$ cat config.mk
export PLATFORM = sky130hd
export DESIGN_NAME = probe_phase_sweeper_flat
export DESIGN_NICKNAME = d
export VERILOG_FILES = /design/src/rtl/probe_phase_sweeper_if.sv /design/src/rtl/probe_phase_sweeper.sv /design/src/flat_wrapper.sv
export SDC_FILE = /design/constraint.sdc
export NUM_CORES = 1
export LEC_CHECK = 0
export BUFFER_PORTS_ARGS = -buffer_cell sky130_fd_sc_hd__buf_2
export CORE_MARGIN = 5
export CORE_UTILIZATION = 60
export CTS_BUF_LIST = sky130_fd_sc_hd__clkbuf_8
export DETAILED_ROUTE_END_ITERATION = 8
export PLACE_DENSITY = 0.79
export SLEW_MARGIN = 20
export SYNTH_ARGS = -nofsm -noshare
export SYNTH_HDL_FRONTEND = slang
export SYNTH_SLANG_ARGS = --single-unit
$ cat constraint.sdc
create_clock -name shifting_clk -period 4.6 [get_ports shifting_clk]
set_input_delay 0.23 -clock shifting_clk [delete_from_list [all_inputs] [get_ports shifting_clk]]
set_output_delay 0.23 -clock shifting_clk [all_outputs]
set_load 0.01 [all_outputs]
$ cat src/rtl/probe_phase_sweeper_if.sv
// probe_phase_sweeper_if: start/abort/result bus plus MMCM phase-shift port of the sweeper.
interface probe_phase_sweeper_if #(
    parameter int STEP_W  = 10,
    parameter int COUNT_W = 14
);
    logic               start;
    logic               abort;
    logic               busy;
    logic               done;
    logic               timeout_err;
    logic               psen;
    logic               psincdec;
    logic               psdone;
    logic               trigger_out;
    logic               probe_sync;
    logic               res_valid;
    logic [STEP_W-1:0]  res_step;
    logic [COUNT_W-1:0] res_count;
    logic               edge_found;
    logic [STEP_W-1:0]  edge_step;
    modport master (
        output start, abort, psdone, probe_sync,
        input  busy, done, timeout_err, psen, psincdec, trigger_out,
               res_valid, res_step, res_count, edge_found, edge_step
    );
    modport slave (
        input  start, abort, psdone, probe_sync,
        output busy, done, timeout_err, psen, psincdec, trigger_out,
               res_valid, res_step, res_count, edge_found, edge_step
    );
endinterface

$ cat src/rtl/probe_phase_sweeper.sv
// probe_phase_sweeper: steps the MMCM phase, counts probe hits per step, finds the
// first low-to-high crossing of the half-count threshold and unwinds to the start phase.
module probe_phase_sweeper #(
    parameter int NUM_STEPS  = 56,
    parameter int STEP_W     = 10,
    parameter int COUNT_W    = 14,
    parameter int AVER_TIME  = 10000,
    parameter int SETTLE_CYC = 16,
    parameter int PS_TIMEOUT = 1023
) (
    input logic                  shifting_clk,
    input logic                  shifting_rst,
    probe_phase_sweeper_if.slave sw
);
    localparam int CNT_MAX = SETTLE_CYC > PS_TIMEOUT ? SETTLE_CYC : PS_TIMEOUT;
    localparam int CNT_W = $clog2(CNT_MAX + 1);
    localparam logic [COUNT_W-1:0] HALF = COUNT_W'(AVER_TIME >> 1);
    localparam logic [COUNT_W-1:0] LAST_TRIG = COUNT_W'(AVER_TIME - 1);
    localparam logic [STEP_W-1:0] LAST_STEP = STEP_W'(NUM_STEPS - 1);
    localparam logic [CNT_W-1:0] SETTLE_END = CNT_W'(SETTLE_CYC - 1);
    localparam logic [CNT_W-1:0] PS_END = CNT_W'(PS_TIMEOUT - 1);

    typedef enum logic [3:0] {
        IDLE, SETTLE, MEAS, RECORD, SHIFT, WAIT_PS, UNWIND, DEC, DEC_WAIT, FINISH, ERR
    } state_t;

    state_t             state_q, state_d;
    logic [CNT_W-1:0]   cnt_q, cnt_d;
    logic [2:0]         phase_q, phase_d;
    logic [COUNT_W-1:0] trig_q, trig_d, hits_q, hits_d, prev_q, prev_d;
    logic [COUNT_W-1:0] res_count_q, res_count_d;
    logic [STEP_W-1:0]  step_q, step_d, res_step_q, res_step_d, edge_step_q, edge_step_d;
    logic               abort_q, abort_d, busy_q, busy_d, done_q, done_d;
    logic               timeout_err_q, timeout_err_d, psen_q, psen_d, psincdec_q, psincdec_d;
    logic               trigger_q, trigger_d, res_valid_q, res_valid_d, edge_found_q, edge_found_d;

    always_comb begin
        state_d       = state_q;
        cnt_d         = cnt_q;
        phase_d       = phase_q;
        trig_d        = trig_q;
        hits_d        = hits_q;
        prev_d        = prev_q;
        step_d        = step_q;
        res_valid_d   = 1'b0;
        res_step_d    = res_step_q;
        res_count_d   = res_count_q;
        edge_found_d  = edge_found_q;
        edge_step_d   = edge_step_q;
        timeout_err_d = timeout_err_q;
        // an abort while a shift is in flight must wait for psdone before unwinding
        abort_d       = abort_q || (sw.abort && (state_q == SHIFT || state_q == WAIT_PS));
        unique case (state_q)
            IDLE: if (sw.start) begin
                state_d       = SETTLE;
                step_d        = '0;
                cnt_d         = '0;
                abort_d       = 1'b0;
                timeout_err_d = 1'b0;
                edge_found_d  = 1'b0;
                edge_step_d   = '0;
            end
            SETTLE: if (sw.abort) begin
                state_d = UNWIND;
                hits_d  = '0;
            end else if (cnt_q == SETTLE_END) begin
                state_d = MEAS;
                phase_d = '0;
                trig_d  = '0;
            end else begin
                cnt_d = cnt_q + 1'b1;
            end
            MEAS: if (sw.abort) begin
                state_d = UNWIND;
                hits_d  = '0;
                phase_d = '0;
            end else if (phase_q == 3'd3) begin
                hits_d  = &hits_q ? hits_q : hits_q + COUNT_W'(sw.probe_sync);
                phase_d = 3'd4;
            end else if (phase_q == 3'd4) begin
                phase_d = '0;
                trig_d  = trig_q + 1'b1;
                if (trig_q == LAST_TRIG) begin
                    state_d     = RECORD;
                    res_valid_d = 1'b1;
                    res_step_d  = step_q;
                    res_count_d = hits_q;
                    prev_d      = hits_q;
                    hits_d      = '0;
                    if (step_q != '0 && hits_q >= HALF && prev_q < HALF && !edge_found_q) begin
                        edge_found_d = 1'b1;
                        edge_step_d  = step_q;
                    end
                end
            end else begin
                phase_d = phase_q + 3'd1;
            end
            RECORD: state_d = (sw.abort || abort_q || step_q == LAST_STEP) ? UNWIND : SHIFT;
            SHIFT, DEC: begin
                state_d = state_q == SHIFT ? WAIT_PS : DEC_WAIT;
                cnt_d   = '0;
            end
            WAIT_PS, DEC_WAIT: if (sw.psdone) begin
                step_d  = state_q == WAIT_PS ? step_q + 1'b1 : step_q - 1'b1;
                state_d = (state_q == WAIT_PS && !abort_d) ? SETTLE : UNWIND;
                cnt_d   = '0;
            end else if (cnt_q == PS_END) begin
                state_d       = ERR;
                timeout_err_d = 1'b1;
            end else begin
                cnt_d = cnt_q + 1'b1;
            end
            UNWIND: state_d = step_q == '0 ? FINISH : DEC;
            default: state_d = IDLE;
        endcase
        busy_d     = !(state_d == IDLE || state_d == FINISH || state_d == ERR);
        done_d     = state_d == FINISH || state_d == ERR;
        psen_d     = state_d == SHIFT || state_d == DEC;
        psincdec_d = state_d == SHIFT;
        trigger_d  = state_d == MEAS && phase_d == 3'd0;
    end

    always_ff @(posedge shifting_clk or posedge shifting_rst) begin
        if (shifting_rst) begin
            state_q       <= IDLE;
            cnt_q         <= '0;
            phase_q       <= '0;
            trig_q        <= '0;
            hits_q        <= '0;
            prev_q        <= '0;
            step_q        <= '0;
            abort_q       <= 1'b0;
            busy_q        <= 1'b0;
            done_q        <= 1'b0;
            timeout_err_q <= 1'b0;
            psen_q        <= 1'b0;
            psincdec_q    <= 1'b0;
            trigger_q     <= 1'b0;
            res_valid_q   <= 1'b0;
            res_step_q    <= '0;
            res_count_q   <= '0;
            edge_found_q  <= 1'b0;
            edge_step_q   <= '0;
        end else begin
            state_q       <= state_d;
            cnt_q         <= cnt_d;
            phase_q       <= phase_d;
            trig_q        <= trig_d;
            hits_q        <= hits_d;
            prev_q        <= prev_d;
            step_q        <= step_d;
            abort_q       <= abort_d;
            busy_q        <= busy_d;
            done_q        <= done_d;
            timeout_err_q <= timeout_err_d;
            psen_q        <= psen_d;
            psincdec_q    <= psincdec_d;
            trigger_q     <= trigger_d;
            res_valid_q   <= res_valid_d;
            res_step_q    <= res_step_d;
            res_count_q   <= res_count_d;
            edge_found_q  <= edge_found_d;
            edge_step_q   <= edge_step_d;
        end
    end

    assign sw.busy        = busy_q;
    assign sw.done        = done_q;
    assign sw.timeout_err = timeout_err_q;
    assign sw.psen        = psen_q;
    assign sw.psincdec    = psincdec_q;
    assign sw.trigger_out = trigger_q;
    assign sw.res_valid   = res_valid_q;
    assign sw.res_step    = res_step_q;
    assign sw.res_count   = res_count_q;
    assign sw.edge_found  = edge_found_q;
    assign sw.edge_step   = edge_step_q;
endmodule

$ cat src/flat_wrapper.sv
// flat-port wrapper written by rule: the top's interface ports become plain ports
module probe_phase_sweeper_flat 
#(
    parameter int NUM_STEPS  = 56,
    parameter int STEP_W     = 10,
    parameter int COUNT_W    = 14,
    parameter int AVER_TIME  = 10000,
    parameter int SETTLE_CYC = 16,
    parameter int PS_TIMEOUT = 1023
)
  (shifting_clk, shifting_rst, sw_start, sw_abort, sw_psdone, sw_probe_sync, sw_busy, sw_done, sw_timeout_err, sw_psen, sw_psincdec, sw_trigger_out, sw_res_valid, sw_res_step, sw_res_count, sw_edge_found, sw_edge_step);
  probe_phase_sweeper_if #(.STEP_W(STEP_W), .COUNT_W(COUNT_W)) sw_i ();
  input logic shifting_clk;
  input logic shifting_rst;
  input wire logic [$bits(sw_i.start)-1:0] sw_start;
  input wire logic [$bits(sw_i.abort)-1:0] sw_abort;
  input wire logic [$bits(sw_i.psdone)-1:0] sw_psdone;
  input wire logic [$bits(sw_i.probe_sync)-1:0] sw_probe_sync;
  output wire logic [$bits(sw_i.busy)-1:0] sw_busy;
  output wire logic [$bits(sw_i.done)-1:0] sw_done;
  output wire logic [$bits(sw_i.timeout_err)-1:0] sw_timeout_err;
  output wire logic [$bits(sw_i.psen)-1:0] sw_psen;
  output wire logic [$bits(sw_i.psincdec)-1:0] sw_psincdec;
  output wire logic [$bits(sw_i.trigger_out)-1:0] sw_trigger_out;
  output wire logic [$bits(sw_i.res_valid)-1:0] sw_res_valid;
  output wire logic [$bits(sw_i.res_step)-1:0] sw_res_step;
  output wire logic [$bits(sw_i.res_count)-1:0] sw_res_count;
  output wire logic [$bits(sw_i.edge_found)-1:0] sw_edge_found;
  output wire logic [$bits(sw_i.edge_step)-1:0] sw_edge_step;
  assign sw_i.start = sw_start;
  assign sw_i.abort = sw_abort;
  assign sw_i.psdone = sw_psdone;
  assign sw_i.probe_sync = sw_probe_sync;
  assign sw_busy = sw_i.busy;
  assign sw_done = sw_i.done;
  assign sw_timeout_err = sw_i.timeout_err;
  assign sw_psen = sw_i.psen;
  assign sw_psincdec = sw_i.psincdec;
  assign sw_trigger_out = sw_i.trigger_out;
  assign sw_res_valid = sw_i.res_valid;
  assign sw_res_step = sw_i.res_step;
  assign sw_res_count = sw_i.res_count;
  assign sw_edge_found = sw_i.edge_found;
  assign sw_edge_step = sw_i.edge_step;
  probe_phase_sweeper #(.NUM_STEPS(NUM_STEPS), .STEP_W(STEP_W), .COUNT_W(COUNT_W), .AVER_TIME(AVER_TIME), .SETTLE_CYC(SETTLE_CYC), .PS_TIMEOUT(PS_TIMEOUT)) u_core (.shifting_clk(shifting_clk), .shifting_rst(shifting_rst), .sw(sw_i));
endmodule
==> flow_metrics.py, run 1 <==
metrics = {
    "status": {
        "outcome": "complete, no violations",
    },
    "synth": {
        "synth_ff_type": "dfrtp_1",
        "async_flop_share_pct": 100,
        "ys_warn_count": 0,
        "synth_area_leader_cell": "dfrtp_1",
        "synth_cell_types": 68,
        "synth.avg_cell_area_um2": 9.88,
        "netlist_top_cells_area": "dfrtp_1 (45%), mux2_2 (5.0%), ha_1 (3.7%), nand2_1 (3.5%), xor2_1 (2.6%)",
        "synthCells": 546,
        "ys_ff_latch": 98,
        "synth.top_cell.area_share_pct": 45.5,
        "syn_nets": 569,
        "ys_seq_area_share_pct": 45.5,
        "synth-edff-count": 0,
        "syn_area_um2": 5390,
    },
    "critical_path": {
        "crit_path_cell_trace": "nor4bb_1, buf_4, inv_1, ha_1, a2111oi_0, o21ai_0, nand2_1, o211ai_1, and2_1, o31a_1",
        "crit_arrival_ns": 3.48,
        "critPathRequiredTime_ns": 4.86,
        "endpoint_kind": "flip-flop",
        "critPathLaunchType": "flip-flop",
        "crit_path_max_incr_delay_ns": 0.63,
        "startpoint": "u_core.state_q[2]",
        "path_max_fanout": 17,
        "r2r-end": "u_core.step_q[9]",
        "reg2reg_from": "u_core.state_q[2]",
        "crit_end": "u_core.step_q[9]",
        "worstRegToRegCells": 10,
        "crit_slowest_cell": "dfrtp_1",
        "rrSetupSlack_ns": 1.38,
        "critPathKind": "flip-flop to flip-flop",
    },
    "floorplanning": {
        "die_w_um": 105,
        "num_rows": 34,
        "core-area_um2": 8720,
        "fp.dieH_um": 105,
        "die_area_um2": 11000,
        "ioPinCount": 48,
        "start_util_pct": 61.8,
    },
    "clock_tree": {
        "clk-insertion-delay-late_ns": 0.37,
        "cts_tree": "yes",
        "clockRootBuffer": "clkbuf_8",
        "numCtsBuffers": 9,
        "cts_resized": 0,
        "clk_pin_slew_ns": 0.10,
        "htreeDepth": 3,
        "clock-sinks": 98,
        "cts_buffer_depth": 2,
    },
    "sta": {
        "drv_slew": 0,
        "rsz0062_at_grt": "false",
        "worst_slew_pin_slew_ns": 0.932,
        "setup-tns-final_ns": 0,
        "clock_skew_ns": 0.0176,
        "slew_headroom_pct": 37.6,
        "finalCritPeriodShare_pct": 70.1,
        "final-hold-violation-count": 0,
        "finalSetupViolCount": 0,
        "min_period_ns": 3.22,
        "max_clock_freq_mhz": 310,
    },
    "layout": {
        "drive_above_1_share_pct": 17.9,
        "final_nets": 610,
        "final_core_util_pct": 67.4,
        "fillers": 692,
        "diodes": 0,
        "area_delta_synth_final_pct": 9.00,
        "finalInstanceArea_um2": 5880,
    },
    "placement": {
        "place.gp.congestion": 0.860,
        "dpl.hpwl_mm": 8.26,
        "placed_cell_area_um2": 5700,
        "io_buffer_count": 47,
    },
    "global_routing": {
        "grt_overflow": 0,
        "grtUsageTotal_pct": 21.5,
        "grt_pass1_wl_mm": 20.1,
        "antenna_found_initial": 0,
        "grt_pass1_vias": 4277,
        "grt_start_max_net_pins": 67,
    },
    "route": {
        "num_vias": 4365,
        "wirelength_mm": 11.8,
        "drc": 0,
        "post_drt_wl_per_cell_um": 16.9,
        "antenna_left": 0,
        "first_pass_iters": 5,
        "dr.first_iter.drc_count": 247,
        "vias_per_cell": 6.24,
    },
    "hold_path": {
        "hp-class": "primary input to flip-flop",
        "min_from": "sw_probe_sync",
    },
    "flow_run": {
        "maxCapViolations": 0,
    },
    "pwr": {
        "powerDensity_nw_per_um2": 505,
        "ir_worst_vdd_v": 0.000371,
        "p_leak_nw": 2.77,
    },
}
[synth_stat cells (3+ instances only)]
master,count
dfrtp_1,98
nand2_1,51
nor2_1,35
a21oi_1,25
mux2_2,24
inv_1,23
o21ai_1,23
nand3_1,20
o21ai_0,17
ha_1,16
xor2_1,16
buf_2,11
nand4_1,11
a21o_1,10
and3_1,10
or3_1,10
clkbuf_1,9
nor3_1,8
and2_1,7
o31ai_1,7
xnor2_1,7
and4_1,6
nor4_1,6
a22o_1,5
nand2b_1,5
nor2b_1,5
nor4b_1,5
o2111ai_1,5
o21a_1,5
or4_1,5
a211oi_1,4
nor3b_1,4
and3b_1,3
mux2i_1,3
o211ai_1,3
or2_2,3
[worst min path at each step]
stage                         to  slack, ns  cells past startpoint
2_1_floorplan  u_core.phase_q[2]       0.44                      3
3_3_place_gp    u_core.prev_q[8]       0.25                      2
3_5_place_dp    u_core.prev_q[8]       0.26                      2
4_1_cts         u_core.hits_q[0]       0.32                      4
5_1_grt         u_core.hits_q[0]       0.36                      4
6_report        u_core.hits_q[0]       0.32                      4
[flip-flops by register name, indices dropped and copies added, names as in the netlist]
name / cells
u_core.step_q: 10
u_core.sw.psen: 1
u_core.trig_q: 14
u_core.sw.edge_step: 10
u_core.abort_q: 1
u_core.sw.edge_found: 1
u_core.prev_q: 14
u_core.sw.done: 1
u_core.state_q: 4
u_core.sw.timeout_err: 1
u_core.sw.res_valid: 1
u_core.sw.busy: 1
u_core.sw.res_step: 10
u_core.sw.trigger_out: 1
u_core.hits_q: 14
u_core.cnt_q: 10
u_core.phase_q: 3
u_core.sw.psincdec: 1
[area by class of cell]
class	instances	area (um2)	area share, %
Timing Repair Buffer	52	275	4.68
Sequential cell	98	2450	41.7
Inverter	23	88.8	1.51
Clock inverter	6	43.8	0.745
Clock buffer	9	124	2.11
Tap cell	108	135	2.30
Multi-Input combinational cell	403	2760	46.9
[cell usage in the layout (no fill, tap or decap), drive strengths merged, types with 6 or more instances in the layout]
cell	n
mux2	24
and3	10
and4	6
clkbuf	9
nor3	8
nor2	36
inv	24
xor2	16
xnor2	7
ha	16
or3	11
o31ai	8
o21ai	40
a21oi	26
a21o	10
buf	51
nand2	51
nand3	20
nor4	8
and2	7
dfrtp	98
nand4	11
[cell families after synthesis]
| kind of cell | count (synthesis) | share of synthesized area (%) |
|---|---|---|
| buf+inv | 45 | 3.46 |
| compound gates | 131 | 16.8 |
| xor+xnor | 23 | 3.74 |
| mux | 27 | 5.57 |
| flops | 98 | 45.5 |
| fa+ha+maj | 17 | 4.08 |
| simple gates | 205 | 20.9 |
[per-layer routing]
layer	GRT usage, %	vias up	share of wire [%]
met4	7.49	0	2.1
li1	-	2084	-
met3	3.58	29	5.4
met5	0	-	0
met1	30.5	2123	46
met2	33.7	129	46
[per-stage QoR]
stage,cells,hold WS [ns],power (mW),setup slack [ns]
2_1_floorplan,546,0.443,2.17,1.81
3_3_place_gp,683,0.250,2.39,1.65
3_5_place_dp,683,0.259,2.44,1.40
4_1_cts,699,0.324,2.95,1.41
5_1_grt,699,0.358,3.17,1.15
6_report,699,0.322,2.97,1.38
[report_power, final]
part,switching (mW),internal [mW],total (mW)
sequential,0.185,0.965,1.15
combinational,0.755,0.559,1.31
clock,0.308,0.195,0.503
total,1.25,1.72,2.97
[repair_timing]
action	in CTS	in global routing
hold buffers	1	0
hold endpoints to repair	32	0
buffers inserted	0	0
[critical path: cells and delay by family (launching register included)]
kind / cells / cell delay [ns]
AOI/OAI and AO/OA: 4 / 1.02
and+or+nand+nor: 3 / 0.65
DFF: 1 / 0.63
adders and majority gates: 1 / 0.42
buffers and inverters: 2 / 0.40
Power figures use the tool's default switching activity.
==> run 2, diff against run 1 <==
--- a/config.mk
+++ b/config.mk
@@ -7,10 +7,10 @@
 export LEC_CHECK = 0
 export BUFFER_PORTS_ARGS = -buffer_cell sky130_fd_sc_hd__buf_2
 export CORE_MARGIN = 5
-export CORE_UTILIZATION = 60
+export CORE_UTILIZATION = 56
 export CTS_BUF_LIST = sky130_fd_sc_hd__clkbuf_8
 export DETAILED_ROUTE_END_ITERATION = 8
-export PLACE_DENSITY = 0.79
+export PLACE_DENSITY = 0.78
 export SLEW_MARGIN = 20
 export SYNTH_ARGS = -nofsm -noshare
 export SYNTH_HDL_FRONTEND = slang
==> constraint.sdc (replaced) <==
create_clock -name shifting_clk -period 2.95 [get_ports shifting_clk]
set_input_delay 0.1475 -clock shifting_clk [delete_from_list [all_inputs] [get_ports shifting_clk]]
set_output_delay 0.1475 -clock shifting_clk [all_outputs]
set_load 0.01 [all_outputs]
==> flow_metrics.py, run 2 (same netlist as run 1, synthesis figures left out) <==
metrics = {
    "layout": {
        "layout_common_cells": "dfrtp_1 (98), nand2_1 (51), buf_2 (47)",
        "layout_commonest_cell": "dfrtp_1",
        "seqCellArea_um2": 2450,
        "drive_above_1_share_pct": 19.4,
        "area_delta_synth_final_pct": 11.6,
        "final_nets": 620,
        "diodes": 0,
        "largestRegisters": "u_core.hits_q (14), u_core.prev_q (14), u_core.trig_q (14)",
        "fillers": 777,
        "multi_input_area_um2": 2750,
    },
    "critical_path": {
        "critPathKind": "flip-flop to flip-flop",
        "path_max_fanout": 14,
        "endpoint_kind": "flip-flop",
        "critPathLaunchType": "flip-flop",
        "crit_arrival_ns": 3.07,
        "critPathRequiredTime_ns": 3.21,
    },
    "route": {
        "wirelength_mm": 11.8,
        "drc": 0,
        "num_vias": 4436,
        "first_pass_iters": 6,
        "dr.first_iter.drc_count": 370,
        "vias_per_cell": 6.07,
        "antenna_left": 0,
        "post_drt_wl_per_cell_um": 16.2,
    },
    "floorplanning": {
        "num_rows": 35,
        "ioPinCount": 48,
        "core-area_um2": 9330,
        "fp.dieH_um": 108,
        "die_area_um2": 11700,
        "die_w_um": 108,
        "start_util_pct": 57.8,
    },
    "clock_tree": {
        "htreeDepth": 3,
        "clk_pin_slew_ns": 0.10,
        "clockRootBuffer": "clkbuf_8",
        "clk-insertion-delay-late_ns": 0.37,
        "clock-sinks": 98,
        "cts_tree": "yes",
        "cts_setup_buffers": 0,
        "cts_buffer_depth": 2,
        "numCtsBuffers": 9,
    },
    "sta": {
        "layout_setup_ws_ns": 0.140,
        "finalSetupViolCount": 0,
        "drv_slew": 0,
        "min_period_ns": 2.81,
        "setup-tns-final_ns": 0,
        "finalCritPeriodShare_pct": 95.3,
        "clock_skew_ns": 0.0126,
        "max_clock_freq_mhz": 356,
        "rsz0062_at_grt": "false",
        "final-hold-violation-count": 0,
        "slew_headroom_pct": 56.0,
        "worst_slew_pin_slew_ns": 0.660,
        "whs_ns": 0.186,
    },
    "global_routing": {
        "grt_pass1_vias": 4202,
        "grt_pass1_wl_mm": 20.5,
        "antenna_found_initial": 0,
        "grtUsageTotal_pct": 21.6,
        "grt_start_max_net_pins": 51,
        "grt_overflow": 0,
    },
    "flow_run": {
        "maxCapViolations": 0,
    },
    "placement": {
        "io_buffer_count": 47,
        "place.gp.congestion": 0.841,
        "dpl.hpwl_mm": 8.29,
        "dpl_worst_slack_ns": 0.119,
    },
    "pwr": {
        "powerDensity_nw_per_um2": 808,
        "ir_worst_vdd_v": 0.000501,
        "p_leak_nw": 2.85,
    },
    "hold_path": {
        "hp-class": "primary input to flip-flop",
    },
    "status": {
        "outcome": "complete, no violations",
    },
}
[run 2: changes by cell type in the layout (fill, tap and decap cells not counted), sizes merged]
cell,before,now
buf,51,61
bufinv,0,1
clkinv,1,4
clkinvlp,4,0
inv,24,25
[run 2: layer usage]
metal | vias up | part of all wire (%) | GRT usage (%)
met5 | - | 0 | 0
met4 | 0 | 1.4 | 5.86
met3 | 19 | 4.7 | 4.48
met2 | 122 | 47 | 34.7
met1 | 2196 | 47 | 29.8
li1 | 2099 | - | -
[run 2: layout make-up]
class | instances | area share (%)
inverters | 23 | 1.48
flip-flops and latches | 98 | 40.7
clock buffers | 9 | 2.06
well taps | 129 | 2.68
clock inverters | 7 | 1.29
multi-input cells | 403 | 45.7
repair buffers | 62 | 6.03
[run 2: repair_timing]
action,in CTS,in global routing
endpoints found under the setup margin,0,2
gates resized for setup,0,1
hold endpoints to repair,49,0
hold buffers,1,0
[run 2: metrics by stage]
step                      instance area (um2)  power, mW  utilization, %  cells
after floorplan                          5390       3.38               -    546
after global placement                   5810       3.82            62.3    714
after detailed placement                 5810       3.91            62.3    714
after CTS                                6020       4.83            64.5    731
after global routing                     6020       5.20            64.5    731
final                                    6020       4.87            64.5    731
[run 2: final timing paths]
kind                                        from                    end  slack [ns]  cells past startpoint
max in group asynchronous           shifting_rst  u_core.sw.res_step[0]        1.86                      4
max                            u_core.state_q[3]       u_core.step_q[9]        0.14                      9
min in group asynchronous           shifting_rst       u_core.prev_q[2]        0.39                      3
min reg2reg                u_core.sw.res_step[3]  u_core.sw.res_step[3]        0.51                      1
min                                sw_probe_sync       u_core.hits_q[0]        0.19                      4
max reg2reg                    u_core.state_q[3]       u_core.step_q[9]        0.14                      9
[run 2: worst max-delay path: stages (launching register included)]
cell,delay (ns)
dfrtp_1,0.40
nor4bb_1,0.42
inv_2,0.23
ha_1,0.40
a2111oi_0,0.42
o21ai_0,0.20
nand2_1,0.14
o211ai_1,0.11
and2_1,0.16
o31a_1,0.23
[run 2: report_power, final]
part	internal (mW)	switching, mW
Clock	0.401	0.497
Sequential	1.51	0.201
Combinational	0.942	1.32
Total	2.85	2.02
==> run 3, diff against run 2 <==
--- a/config.mk
+++ b/config.mk
@@ -6,11 +6,11 @@
 export NUM_CORES = 1
 export LEC_CHECK = 0
 export BUFFER_PORTS_ARGS = -buffer_cell sky130_fd_sc_hd__buf_2
-export CORE_MARGIN = 5
-export CORE_UTILIZATION = 56
+export CORE_MARGIN = 2
+export CORE_UTILIZATION = 60
 export CTS_BUF_LIST = sky130_fd_sc_hd__clkbuf_8
 export DETAILED_ROUTE_END_ITERATION = 8
-export PLACE_DENSITY = 0.78
+export PLACE_DENSITY = 0.79
 export SLEW_MARGIN = 20
 export SYNTH_ARGS = -nofsm -noshare
 export SYNTH_HDL_FRONTEND = slang
==> constraint.sdc (replaced) <==
create_clock -name shifting_clk -period 3.3 [get_ports shifting_clk]
set_input_delay 0.165 -clock shifting_clk [delete_from_list [all_inputs] [get_ports shifting_clk]]
set_output_delay 0.165 -clock shifting_clk [all_outputs]
set_load 0.01 [all_outputs]
==> flow_metrics.py, run 3 (same netlist as run 1, synthesis figures left out) <==
metrics = {
    "layout": {
        "layout_common_cells": "dfrtp_1 (98), nand2_1 (51), buf_2 (47)",
        "finalInstanceArea_um2": 5990,
        "drive_above_1_share_pct": 19.2,
        "fin_cells": 707,
        "layout_commonest_cell": "dfrtp_1",
        "area_delta_synth_final_pct": 11.0,
        "diodes": 0,
        "largestRegisters": "u_core.hits_q (14), u_core.prev_q (14), u_core.trig_q (14)",
        "final_nets": 617,
        "final_core_util_pct": 68.7,
    },
    "route": {
        "antenna_left": 0,
        "dr.first_iter.drc_count": 262,
        "wirelength_mm": 11.6,
        "post_drt_wl_per_cell_um": 16.4,
        "num_vias": 4380,
        "first_pass_iters": 4,
        "vias_per_cell": 6.20,
        "drc": 0,
    },
    "sta": {
        "worst_slew_pin_slew_ns": 0.898,
        "rsz0062_at_grt": "false",
        "whs_ns": -0.0135,
        "final-hold-violation-count": 18,
        "slew_headroom_pct": 40.2,
        "layout_setup_ws_ns": 0.393,
        "min_period_ns": 2.91,
        "finalCritPeriodShare_pct": 88.1,
        "setup-tns-final_ns": 0,
        "max_clock_freq_mhz": 344,
        "clock_skew_ns": 0.0160,
        "finalSetupViolCount": 0,
        "drv_slew": 0,
    },
    "floorplanning": {
        "num_rows": 34,
        "fp.dieH_um": 98.8,
        "ioPinCount": 48,
        "core-area_um2": 8720,
        "start_util_pct": 61.8,
        "die_area_um2": 9760,
        "die_w_um": 98.8,
    },
    "global_routing": {
        "grt_pass1_wl_mm": 19.4,
        "antenna_found_initial": 0,
        "grtUsageTotal_pct": 24.7,
        "grt_pass1_vias": 4170,
        "grt_start_max_net_pins": 76,
        "grt_overflow": 0,
    },
    "critical_path": {
        "path_max_fanout": 14,
        "crit_path_cell_trace": "nor4bb_1, inv_2, ha_1, a2111oi_0, o21ai_0, nand2_1, o211ai_1, and2_1, o31a_1",
        "critPathKind": "flip-flop to flip-flop",
        "crit_family": "compound AO/OA/AOI/OAI gates",
        "critPathRequiredTime_ns": 3.57,
        "critPathLaunchType": "flip-flop",
        "crit_slowest_cell": "a2111oi_0",
        "endpoint_kind": "flip-flop",
        "crit_buf_inv": 1,
        "crit_arrival_ns": 3.18,
        "crit_path_max_incr_delay_ns": 0.49,
    },
    "flow_run": {
        "maxCapViolations": 0,
    },
    "placement": {
        "placed_cell_area_um2": 5760,
        "dpl_worst_slack_ns": 0.341,
        "dpl.hpwl_mm": 8.04,
        "place.gp.congestion": 0.884,
        "io_buffer_count": 47,
        "dpl.cell_count": 691,
    },
    "pwr": {
        "p_leak_nw": 2.85,
        "powerDensity_nw_per_um2": 731,
        "ir_worst_vdd_v": 0.000501,
    },
    "hold_path": {
        "hp-class": "primary input to asynchronous set/reset pin",
    },
    "clock_tree": {
        "clock-sinks": 98,
        "htreeDepth": 3,
        "cts_tree": "yes",
        "clockRootBuffer": "clkbuf_8",
        "clk_pin_slew_ns": 0.11,
        "numCtsBuffers": 9,
        "clk-insertion-delay-late_ns": 0.37,
        "cts_buffer_depth": 2,
    },
    "status": {
        "failed_checks": "hold timing",
        "outcome": "finished, violations left",
    },
}
[run 3: worst paths after layout]
kind / start / end / slack (ns) / depth (start not counted)
max in group asynchronous: shifting_rst / u_core.state_q[1] / 2.57 / 3
min in group shifting_clk: sw_probe_sync / u_core.hits_q[0] / 0.24 / 4
setup / recovery: u_core.state_q[1] / u_core.step_q[9] / 0.39 / 9
hold / removal: shifting_rst / u_core.sw.res_step[2] / -0.01 / 2
setup reg to reg: u_core.state_q[1] / u_core.step_q[9] / 0.39 / 9
hold reg to reg: u_core.sw.res_step[8] / u_core.sw.res_step[8] / 0.51 / 1
[run 3: report_power, final]
| group | switching (mW) | total [mW] | leakage, nW | internal, mW |
|---|---|---|---|---|
| clock | 0.454 | 0.897 | 0.114 | 0.443 |
| sequential | 0.171 | 1.52 | 1.33 | 1.35 |
| combinational | 1.15 | 1.96 | 1.40 | 0.815 |
[run 3: per-layer routing]
layer,part of all wire (%),track usage (%)
met1,46,34.8
met2,47,38.0
met3,4.6,4.75
met4,1.8,9.38
met5,0,0
[run 3: layout make-up]
| class | count | area, um2 |
|---|---|---|
| fillers | 674 | 2730 |
| flip-flops and latches | 98 | 2450 |
| well taps | 108 | 135 |
| inverters | 23 | 88.8 |
| clock inverters | 7 | 108 |
| multi-input cells | 403 | 2750 |
| repair buffers | 59 | 325 |
| clock buffers | 9 | 124 |
[run 3: what timing repair did]
item	4_1_cts	5_1_grt
setup buffers	0	0
resized for setup	0	1
hold buffers	0	0
setup endpoints to repair	0	1
[run 3: through the flow]
| stage | hold WS, ns | power, mW |
|---|---|---|
| floorplan | 0.378 | 3.02 |
| global placement | 0.423 | 3.38 |
| detailed placement | 0.437 | 3.45 |
| CTS | 0.0208 | 4.37 |
| global route | 0.0682 | 4.69 |
| finish | -0.0135 | 4.38 |
